--- config.mk ---
export PLATFORM = sky130hd
export DESIGN_NAME = div32_flat
export DESIGN_NICKNAME = d
export VERILOG_FILES = /design/src/rtl/div32_pkg.sv /design/src/rtl/div32_if.sv /design/src/rtl/div32_step.sv /design/src/rtl/div32.sv /design/src/flat_wrapper.sv
export SDC_FILE = /design/constraint.sdc
export NUM_CORES = 1
export LEC_CHECK = 0
export ABC_AREA = 1
export BUFFER_PORTS_ARGS = -buffer_cell sky130_fd_sc_hd__buf_2
export CORE_MARGIN = 3
export CORE_UTILIZATION = 30
export DETAILED_ROUTE_END_ITERATION = 6
export PLACE_DENSITY_LB_ADDON = 0.08
export SETUP_SLACK_MARGIN = 0.5
export SLEW_MARGIN = 10
export SYNTH_ARGS = -nofsm -noshare
export SYNTH_HDL_FRONTEND = slang
export SYNTH_SLANG_ARGS = --single-unit
--- constraint.sdc ---
create_clock -name clk -period 6.5 [get_ports clk]
set_input_delay 0.325 -clock clk [delete_from_list [all_inputs] [get_ports clk]]
set_output_delay 0.325 -clock clk [all_outputs]
set_load 0.02 [all_outputs]
--- src/rtl/div32_pkg.sv ---
// Shared types and constants for the div32 sequential restoring divider.
package div32_pkg;

  localparam int DIV_W = 32;
  localparam int CNT_W = 5;
  localparam logic [DIV_W-1:0] DZ_QUOTIENT = 32'hFFFFFFFF;

  typedef enum logic [1:0] {
    IDLE,
    CALC,
    FINISH
  } state_t;

endpackage

--- src/rtl/div32_if.sv ---
// Request/response bundle between a div32 client (master) and the divider (slave).
interface div32_if;
  import div32_pkg::*;

  logic                 start;
  logic [DIV_W-1:0]     a;
  logic [DIV_W-1:0]     b;
  logic                 busy;
  logic                 done;
  logic                 div_by_zero;
  logic [2*DIV_W-1:0]   result;

  modport master (
    output start, a, b,
    input  busy, done, div_by_zero, result
  );

  modport slave (
    input  start, a, b,
    output busy, done, div_by_zero, result
  );

endinterface

--- src/rtl/div32_step.sv ---
// One combinational restoring-division step: shift in the next dividend bit,
// subtract the divisor when it fits, and report the resulting quotient bit.
module div32_step
  import div32_pkg::*;
(
  input  logic [DIV_W:0]   rem,
  input  logic             dvd_msb,
  input  logic [DIV_W-1:0] divisor,
  output logic [DIV_W:0]   rem_next,
  output logic             q_bit
);

  logic [DIV_W+1:0] shifted;
  logic [DIV_W:0]   diff;

  always_comb begin
    shifted  = {rem, dvd_msb};
    diff     = shifted[DIV_W:0] - {1'b0, divisor};
    q_bit    = (shifted >= {2'b00, divisor});
    rem_next = q_bit ? diff : shifted[DIV_W:0];
  end

endmodule

--- src/rtl/div32.sv ---
// Sequential 32-bit restoring divider, one quotient bit per clock, {rem, quo} result.
// Define DIV32_SIGNED_EN to treat a/b as two's complement (magnitude divide + sign fixup).
module div32
  import div32_pkg::*;
(
  input  logic   clk,
  input  logic   reset,
  div32_if.slave bus
);

  state_t               state_reg, state_next;
  logic                 busy_next;
  logic [DIV_W:0]       rem_reg;
  logic [DIV_W-1:0]     dvd_reg;
  logic [DIV_W-1:0]     dvs_reg;
  logic [CNT_W-1:0]     cnt_reg;
  logic                 dz_reg;
  logic                 done_reg;
  logic                 dz_out_reg;
  logic [2*DIV_W-1:0]   result_reg;

  logic [DIV_W:0]       step_rem;
  logic                 step_q;
  logic [DIV_W-1:0]     a_mag, b_mag, quo_fix, rem_fix;

  div32_step u_step (
    .rem      (rem_reg),
    .dvd_msb  (dvd_reg[DIV_W-1]),
    .divisor  (dvs_reg),
    .rem_next (step_rem),
    .q_bit    (step_q)
  );

`ifdef DIV32_SIGNED_EN
  logic neg_q_reg, neg_r_reg;

  always_comb begin
    a_mag   = bus.a[DIV_W-1] ? -bus.a : bus.a;
    b_mag   = bus.b[DIV_W-1] ? -bus.b : bus.b;
    quo_fix = neg_q_reg ? -dvd_reg : dvd_reg;
    rem_fix = neg_r_reg ? -rem_reg[DIV_W-1:0] : rem_reg[DIV_W-1:0];
  end

  always_ff @(posedge clk or posedge reset) begin
    if (reset) begin
      neg_q_reg <= 1'b0;
      neg_r_reg <= 1'b0;
    end else if (state_reg == IDLE && bus.start) begin
      neg_q_reg <= bus.a[DIV_W-1] ^ bus.b[DIV_W-1];
      neg_r_reg <= bus.a[DIV_W-1];
    end
  end
`else
  always_comb begin
    a_mag   = bus.a;
    b_mag   = bus.b;
    quo_fix = dvd_reg;
    rem_fix = rem_reg[DIV_W-1:0];
  end
`endif

  always_ff @(posedge clk or posedge reset) begin
    if (reset) state_reg <= IDLE;
    else       state_reg <= state_next;
  end

  // busy covers the accepting cycle itself, so a request is visibly taken at once
  always_comb begin
    state_next = state_reg;
    busy_next  = 1'b1;
    case (state_reg)
      IDLE: begin
        busy_next = bus.start;
        if (bus.start) state_next = (bus.b == '0) ? FINISH : CALC;
      end
      CALC: begin
        if (cnt_reg == CNT_W'(DIV_W - 1)) state_next = FINISH;
      end
      FINISH: state_next = IDLE;
      default: begin
        state_next = IDLE;
        busy_next  = 1'b0;
      end
    endcase
  end

  always_ff @(posedge clk or posedge reset) begin
    if (reset) begin
      rem_reg    <= '0;
      dvd_reg    <= '0;
      dvs_reg    <= '0;
      cnt_reg    <= '0;
      dz_reg     <= 1'b0;
      done_reg   <= 1'b0;
      dz_out_reg <= 1'b0;
      result_reg <= '0;
    end else begin
      done_reg <= 1'b0;
      case (state_reg)
        IDLE: begin
          if (bus.start) begin
            cnt_reg <= '0;
            rem_reg <= '0;
            if (bus.b == '0) begin
              // raw a is kept so the remainder field reports it unmodified
              dvd_reg <= bus.a;
              dz_reg  <= 1'b1;
            end else begin
              dvd_reg <= a_mag;
              dvs_reg <= b_mag;
              dz_reg  <= 1'b0;
            end
          end
        end
        CALC: begin
          rem_reg <= step_rem;
          dvd_reg <= {dvd_reg[DIV_W-2:0], step_q};
          cnt_reg <= cnt_reg + 1'b1;
        end
        FINISH: begin
          result_reg <= dz_reg ? {dvd_reg, DZ_QUOTIENT} : {rem_fix, quo_fix};
          dz_out_reg <= dz_reg;
          done_reg   <= 1'b1;
        end
        default: ;
      endcase
    end
  end

  assign bus.busy        = busy_next;
  assign bus.done        = done_reg;
  assign bus.div_by_zero = dz_out_reg;
  assign bus.result      = result_reg;

endmodule

--- src/flat_wrapper.sv ---
// flat-port wrapper written by rule: the top's interface ports become plain ports
module div32_flat import div32_pkg::*;
  (clk, reset, bus_start, bus_a, bus_b, bus_busy, bus_done, bus_div_by_zero, bus_result);
  div32_if bus_i ();
  input  logic clk;
  input  logic reset;
  input wire logic [$bits(bus_i.start)-1:0] bus_start;
  input wire logic [$bits(bus_i.a)-1:0] bus_a;
  input wire logic [$bits(bus_i.b)-1:0] bus_b;
  output wire logic [$bits(bus_i.busy)-1:0] bus_busy;
  output wire logic [$bits(bus_i.done)-1:0] bus_done;
  output wire logic [$bits(bus_i.div_by_zero)-1:0] bus_div_by_zero;
  output wire logic [$bits(bus_i.result)-1:0] bus_result;
  assign bus_i.start = bus_start;
  assign bus_i.a = bus_a;
  assign bus_i.b = bus_b;
  assign bus_busy = bus_i.busy;
  assign bus_done = bus_i.done;
  assign bus_div_by_zero = bus_i.div_by_zero;
  assign bus_result = bus_i.result;
  div32 u_core (.clk(clk), .reset(reset), .bus(bus_i));
endmodule
### After elaboration in Yosys (flattened, before gate mapping)

Cells that the tools add are included.

| storage, ports and cells | value |
|---|---|
| register bits | 171 |
| output and inout port bits | 67 |

| operators by class | value |
|---|---|
| add/subtract/negate cells | 2 |
| $lt $le $gt $ge | 1 |
| eq/ne operators | 5 |
| multiplexer cells | 15 |
| bitwise operators | 1 |
| reduce and logical (&&, ||, !) cells | 8 |

Operators with widths:

| operator | number |
|---|---|
| 2-to-1 mux 33 bit | 2 |
| case mux 33 bit (2 select lines) | 1 |
| 2-to-1 mux 64 bit | 1 |
| case mux 32 bit (2 select lines) | 1 |
| greater-or-equal comparator 34 x 32 -> 1 bit | 1 |
| subtractor 33 x 32 -> 33 bit | 1 |
| zero test 32 bit | 1 |
| 2-to-1 mux 32 bit | 1 |
| case mux 5 bit (2 select lines) | 1 |
| 2-to-1 mux 2 bit | 3 |
| AND reduction 2 bit | 3 |
| adder 5 x 1 -> 5 bit (second input constant) | 1 |
| equality test 5 bit (second input constant) | 1 |
| 2-to-1 mux 5 bit | 1 |
| case mux 2 bit (2 select lines) | 1 |
| AND reduction 3 bit | 1 |
| equality test 2 x 1 -> 1 bit (second input constant) | 1 |
| equality test 2 bit (second input constant) | 1 |
| zero test 2 bit | 1 |
| 2-to-1 mux 1 bit | 2 |
| != test 2 x 1 -> 1 bit (second input constant) | 1 |
| != test 2 bit (second input constant) | 1 |
| case mux 1 bit (2 select lines) | 1 |
| nonzero test 2 bit | 1 |
| 2 further kinds | 2 |

### Depth between registers and ports, before layout

| depth | value |
|---|---|
| word-level depth | 4 |
| gate-level depth with buffers | 16 |
| depth with buffers taken out | 16 |

### Modules after synthesis

Synthesis repeated with hierarchy kept, for this count alone.

| second synthesis, totals | value |
|---|---|
| cell total of the unflattened synthesis | 1530 |
| area, all modules | 10592.7 sq um |

Modules (own cells, without submodules):

| module | instances | cells each | area each (sq um) | seq. area each (sq um) |
|---|---|---|---|---|
| div32 | 1 | 831 | 7319.5 | 4279.1 |
| div32_step | 1 | 699 | 3273.1 | 0.0 |

### Worst setup path after synthesis

OpenSTA, ideal clock, no wires.

| path | value |
|---|---|
| path type | flip-flop to flip-flop |
| start point | reg u_core.dvd_reg[31] |
| end point | reg u_core.rem_reg[16] |
| setup time | 118 ps |
| arrival | 1892 ps |
| slack | 4490 ps |
| cell stages (with the launch flop) | 15 |
| buffers on the path | 1 |
| path through | dfrtp_1 > inv_1 > ha_1 > fa_1 > inv_1 > nand3_1 > nand3_2 > nand2_2 > nand2_1 > nand2_2 > nand3_4 > buf_6 > nand2_1 > nand3_1 > nand2_1 |

| on the way | value |
|---|---|
| word-level cells in the longest chain between the ends | 3 |
| elaborated cells between the ends (all ways) | 4 |

RTL lines:

| item | RTL line | source |
|---|---|---|
| from (decl) | div32.sv:14 | `logic [DIV_W-1:0] dvd_reg;` |
| from (signal assigned) | div32.sv:106 | `dvd_reg <= bus.a;` |
| from (signal assigned) | div32.sv:109 | `dvd_reg <= a_mag;` |
| from (signal assigned) | div32.sv:117 | `dvd_reg <= {dvd_reg[DIV_W-2:0], step_q};` |
| subtractor 33 x 32 -> 33 bit or greater-or-equal comparator 34 x 32 -> 1 bit (tied branches) | div32_step.sv:18, div32_step.sv:19 |  |
| 2-to-1 mux 33 bit * | div32_step.sv:20 | `rem_next = q_bit ? diff : shifted[DIV_W:0];` |
| case mux 33 bit (2 select lines) * | div32.sv:99 | `case (state_reg)` |
| to (signal assigned) | div32.sv:116 | `rem_reg <= step_rem;` |
| to (decl) | div32.sv:13 | `logic [DIV_W:0] rem_reg;` |

Every way passes the cells marked *; elsewhere a longest branch is shown, timed or not.
A chain may end at the register's enable or synchronous reset.

### Worst setup path after layout

| path | value |
|---|---|
| start point | reg u_core.rem_reg[23] |
| end point | reg u_core.rem_reg[31] |

| on the way | value |
|---|---|
| word-level cells in the longest chain between the ends | 3 |
| elaborated cells between the ends (all ways) | 4 |

RTL lines:

| item | RTL line |
|---|---|
| subtractor 33 x 32 -> 33 bit or greater-or-equal comparator 34 x 32 -> 1 bit (tied branches) | div32_step.sv:18, div32_step.sv:19 |
| 2-to-1 mux 33 bit * | div32_step.sv:20 |
| case mux 33 bit (2 select lines) * | div32.sv:99 |

Marked as above.

==> flow_summary_export.csv <==
group,metric,value,unit
layout,nFillCells,3751,
critical_path,startpoint_type,"register",
route,drc,0,
clock_network,root_buffer,"clkbuf_16",
pwr,p_comb_frac,0.594,
run,maxCapViolations,0,
yosys,synth_async_sr_flop_share,1.00,
timing,layout_worst_path_cycle_share,0.469,
die,start_util,0.307,
die,die_h,192,microns
timing,maxSlewHeadroom,0.366,
pwr,clkPwrFrac,0.139,
outcome,status,"completed",
clock_network,clkTransAtPathRegs,0.07,ns
route,via_per_inst,4.55,
clock_network,cts_buffers,17,
yosys,synth_edf_count,0,
critical_path,cp.arrival,3.43,ns
timing,hold_viol,0,
yosys,synth.yosys.seq_area_share,0.411,
timing,worst_pin_slew,0.952,ns
timing,rsz0062_at_grt,"no",
yosys,avgSynthCellArea,6.88,sq um
clock_network,h-tree-depth,4,
layout,nets,1718,
route,wl,31900,microns
pwr,vdd_drop_max,0.273,mV
die,io_pins,134,
timing,slew_viol_final,0,
clock_network,clock_path_buffers,2,
critical_path,critPathBufInv,3,
critical_path,r2r_cells,13,
grt,grt_max_degree,103,
yosys,synth_area,10400,sq um
clock_network,worstSkewPairLatency,0.45,ns
pwr,switchingPower,3950,uW
clock_network,cts_resized,0,
route,drt-pass1-iter-count,5,
pwr,p_int,3680,uW
critical_path,crit_type,"register to register",
timing,setup_viol,0,
critical_path,worstSetupEndpointType,"register",
clock_network,cts_tree,"built",
critical_path,cpMostUsedCell,"nand2_1",
yosys,syn-num-nets,1617,
grt,grt_pass1_wl,50900,microns
yosys,syn-instance-count,1511,
yosys,synth_ff_type,"dfrtp_1",
die,core,33900,sq um
route,wl_per_cell,15.4,microns
placed_design,gp_congestion,0.828,
placed_design,io_buffers,133,
layout,final_util,0.356,
clock_network,holdBufCountCts,0,
layout,syn2layout_area_growth,16.0,%
route,drt-initial-drc-count,603,
route,num_vias,9431,
critical_path,path_cells,"ha_1 -> nand2_1 -> inv_1 -> nand2_1 -> nand2_1 -> inv_1 -> a21oi_1 -> nor2_2 -> buf_4 -> nand3_4 -> nand2_1 -> nand3_1 -> nand2_1",
yosys,ys_types,30,
yosys,yosys_warnings,0,
pwr,seqPwrFrac,0.267,
critical_path,worstPathMaxFanout,34,
pwr,power,7630,uW
route,final_antenna_net_count,0,
timing,clock_skew,0.0136,ns
layout,drive_above_1_share,0.119,
timing,max_freq,328,MHz
grt,overflow,0,
yosys,yosys_register_bits,171,
timing,fin_crit,3.05,ns
clock_network,clock-sinks,171,
critical_path,path_delay_family,"simple AND/OR/NAND/NOR gates",
clock_network,post-cts-setup-buffers,0,
die,fp.dieArea,36900,sq um
hold_path,min_path_type,"input port to asynchronous set/reset pin",
critical_path,critPathSlowestCell,"dfrtp_1",
die,core.rowCount,67,
grt,grt_pass1_vias,9009,
timing,timing.setup.tns,0,ns
grt,track_usage,0.176,
pwr,swShare,0.518,
grt,grt_antenna_before_repair,1,
critical_path,slowest_delay,0.47,ns
die,die_x,192,microns
layout,largest_reg_flops,64,
pwr,power_density,632,nW/um^2
critical_path,crit_required,6.88,ns
placed_design,hpwl,23400,microns
critical_path,cp.depth,13,
pwr,leakagePower,0.00647,uW
cell families (layout without fill, tap and decap cells):
| group | count (synthesis) | after routing | synth area share |
|---|---|---|---|
| xor gates and xnor gates | 15 | 15 | 0.0126 |
| and+or+nand+nor | 761 | 761 | 0.302 |
| adders and majority gates | 39 | 39 | 0.0476 |
| buffers and inverters | 327 | 441 | 0.122 |
| AOI/OAI and AO/OA | 198 | 198 | 0.105 |
| other | 0 | 2 | 0 |
| DFF | 171 | 171 | 0.411 |
layout make-up:
type / count / area, sq um / share of cell area
clock inverter: 12 / 138 / 0.0114
antenna: 2 / 5.00 / 0.000415
clock buffer: 20 / 457 / 0.0378
tap: 448 / 561 / 0.0465
timing repair buffer: 144 / 748 / 0.0620
sequential: 171 / 4280 / 0.355
multi-input combinational: 1013 / 4880 / 0.404
inverter: 265 / 1000 / 0.0828
cell usage in the layout (no fill, tap or decap), types with 3 or more instances in the layout:
| cell | count |
|---|---|
| inv_1 | 259 |
| nand2_2 | 3 |
| clkinv_2 | 3 |
| clkbuf_16 | 17 |
| dfrtp_1 | 170 |
| nor2_2 | 6 |
| clkinv_1 | 3 |
| xnor2_1 | 14 |
| nand3_1 | 51 |
| ha_1 | 37 |
| nand2_1 | 522 |
| nand4_1 | 45 |
| nor3_1 | 4 |
| buf_2 | 133 |
| nor2_1 | 112 |
| and2_1 | 3 |
| a21oi_1 | 25 |
| a31oi_1 | 64 |
| nand3b_1 | 11 |
| buf_4 | 11 |
| inv_6 | 4 |
| o21ai_0 | 102 |
| nand3_2 | 3 |
path summary, 6_finish.rpt:
| path | from | to | slack [ns] |
|---|---|---|---|
| max | u_core.rem_reg[23] | u_core.rem_reg[31] | 3.45 |
| min | reset | u_core.bus.result[34] | 0.07 |
| max reg2reg | u_core.rem_reg[23] | u_core.rem_reg[31] | 3.45 |
| min reg2reg | u_core.dvs_reg[19] | u_core.dvs_reg[19] | 0.48 |
| max in group asynchronous | reset | u_core.dvd_reg[26] | 4.90 |
| min in group clk | bus_b[11] | u_core.dvs_reg[11] | 0.12 |
synth_stat cells, types with 4 or more instances:
master    number  area share
buf_2         15      0.0072
inv_1        260       0.094
nor2_1       112       0.040
clkbuf_1      41       0.015
nor2_2         6      0.0036
a21oi_1       25       0.012
nand2_1      522        0.19
nand3b_1      11      0.0079
dfrtp_1      171        0.41
ha_1          38       0.046
nand4_1       45       0.027
nor3_1         4      0.0019
xnor2_1       14       0.012
a31oi_1       64       0.038
o21ai_0      102       0.049
nand3_1       52       0.025
power groups by stage:
stage / sequential (uW) / combinational, uW / clock, uW
finish: 2030 / 4530 / 1060
global route: 2110 / 5200 / 1130
CTS: 2040 / 4590 / 1090
detailed placement: 2060 / 4570 / 0
global placement: 2050 / 4570 / 0
floorplan: 2150 / 3140 / 0
routing by layer:
layer,global-route usage,part of all wire,up-vias,wire (microns)
met5,0,0,-,0
met4,0.0431,0.012,0,387
met3,0.0261,0.042,20,1350
met2,0.259,0.41,172,13200
met1,0.270,0.53,4299,16900
li1,-,-,4940,-
metrics by stage:
stage	worst slack (ns)	cells	hold slack (ns)	cell area, sq um
floorplan	1.54	1511	0.436	10400
global route	3.13	2073	0.123	12100
detailed placement	3.47	2041	0.476	11500
CTS	3.44	2073	0.108	12100
finish	3.45	2075	0.0696	12100
global placement	3.50	2041	0.467	11500
Power figures use the tool's default switching activity.
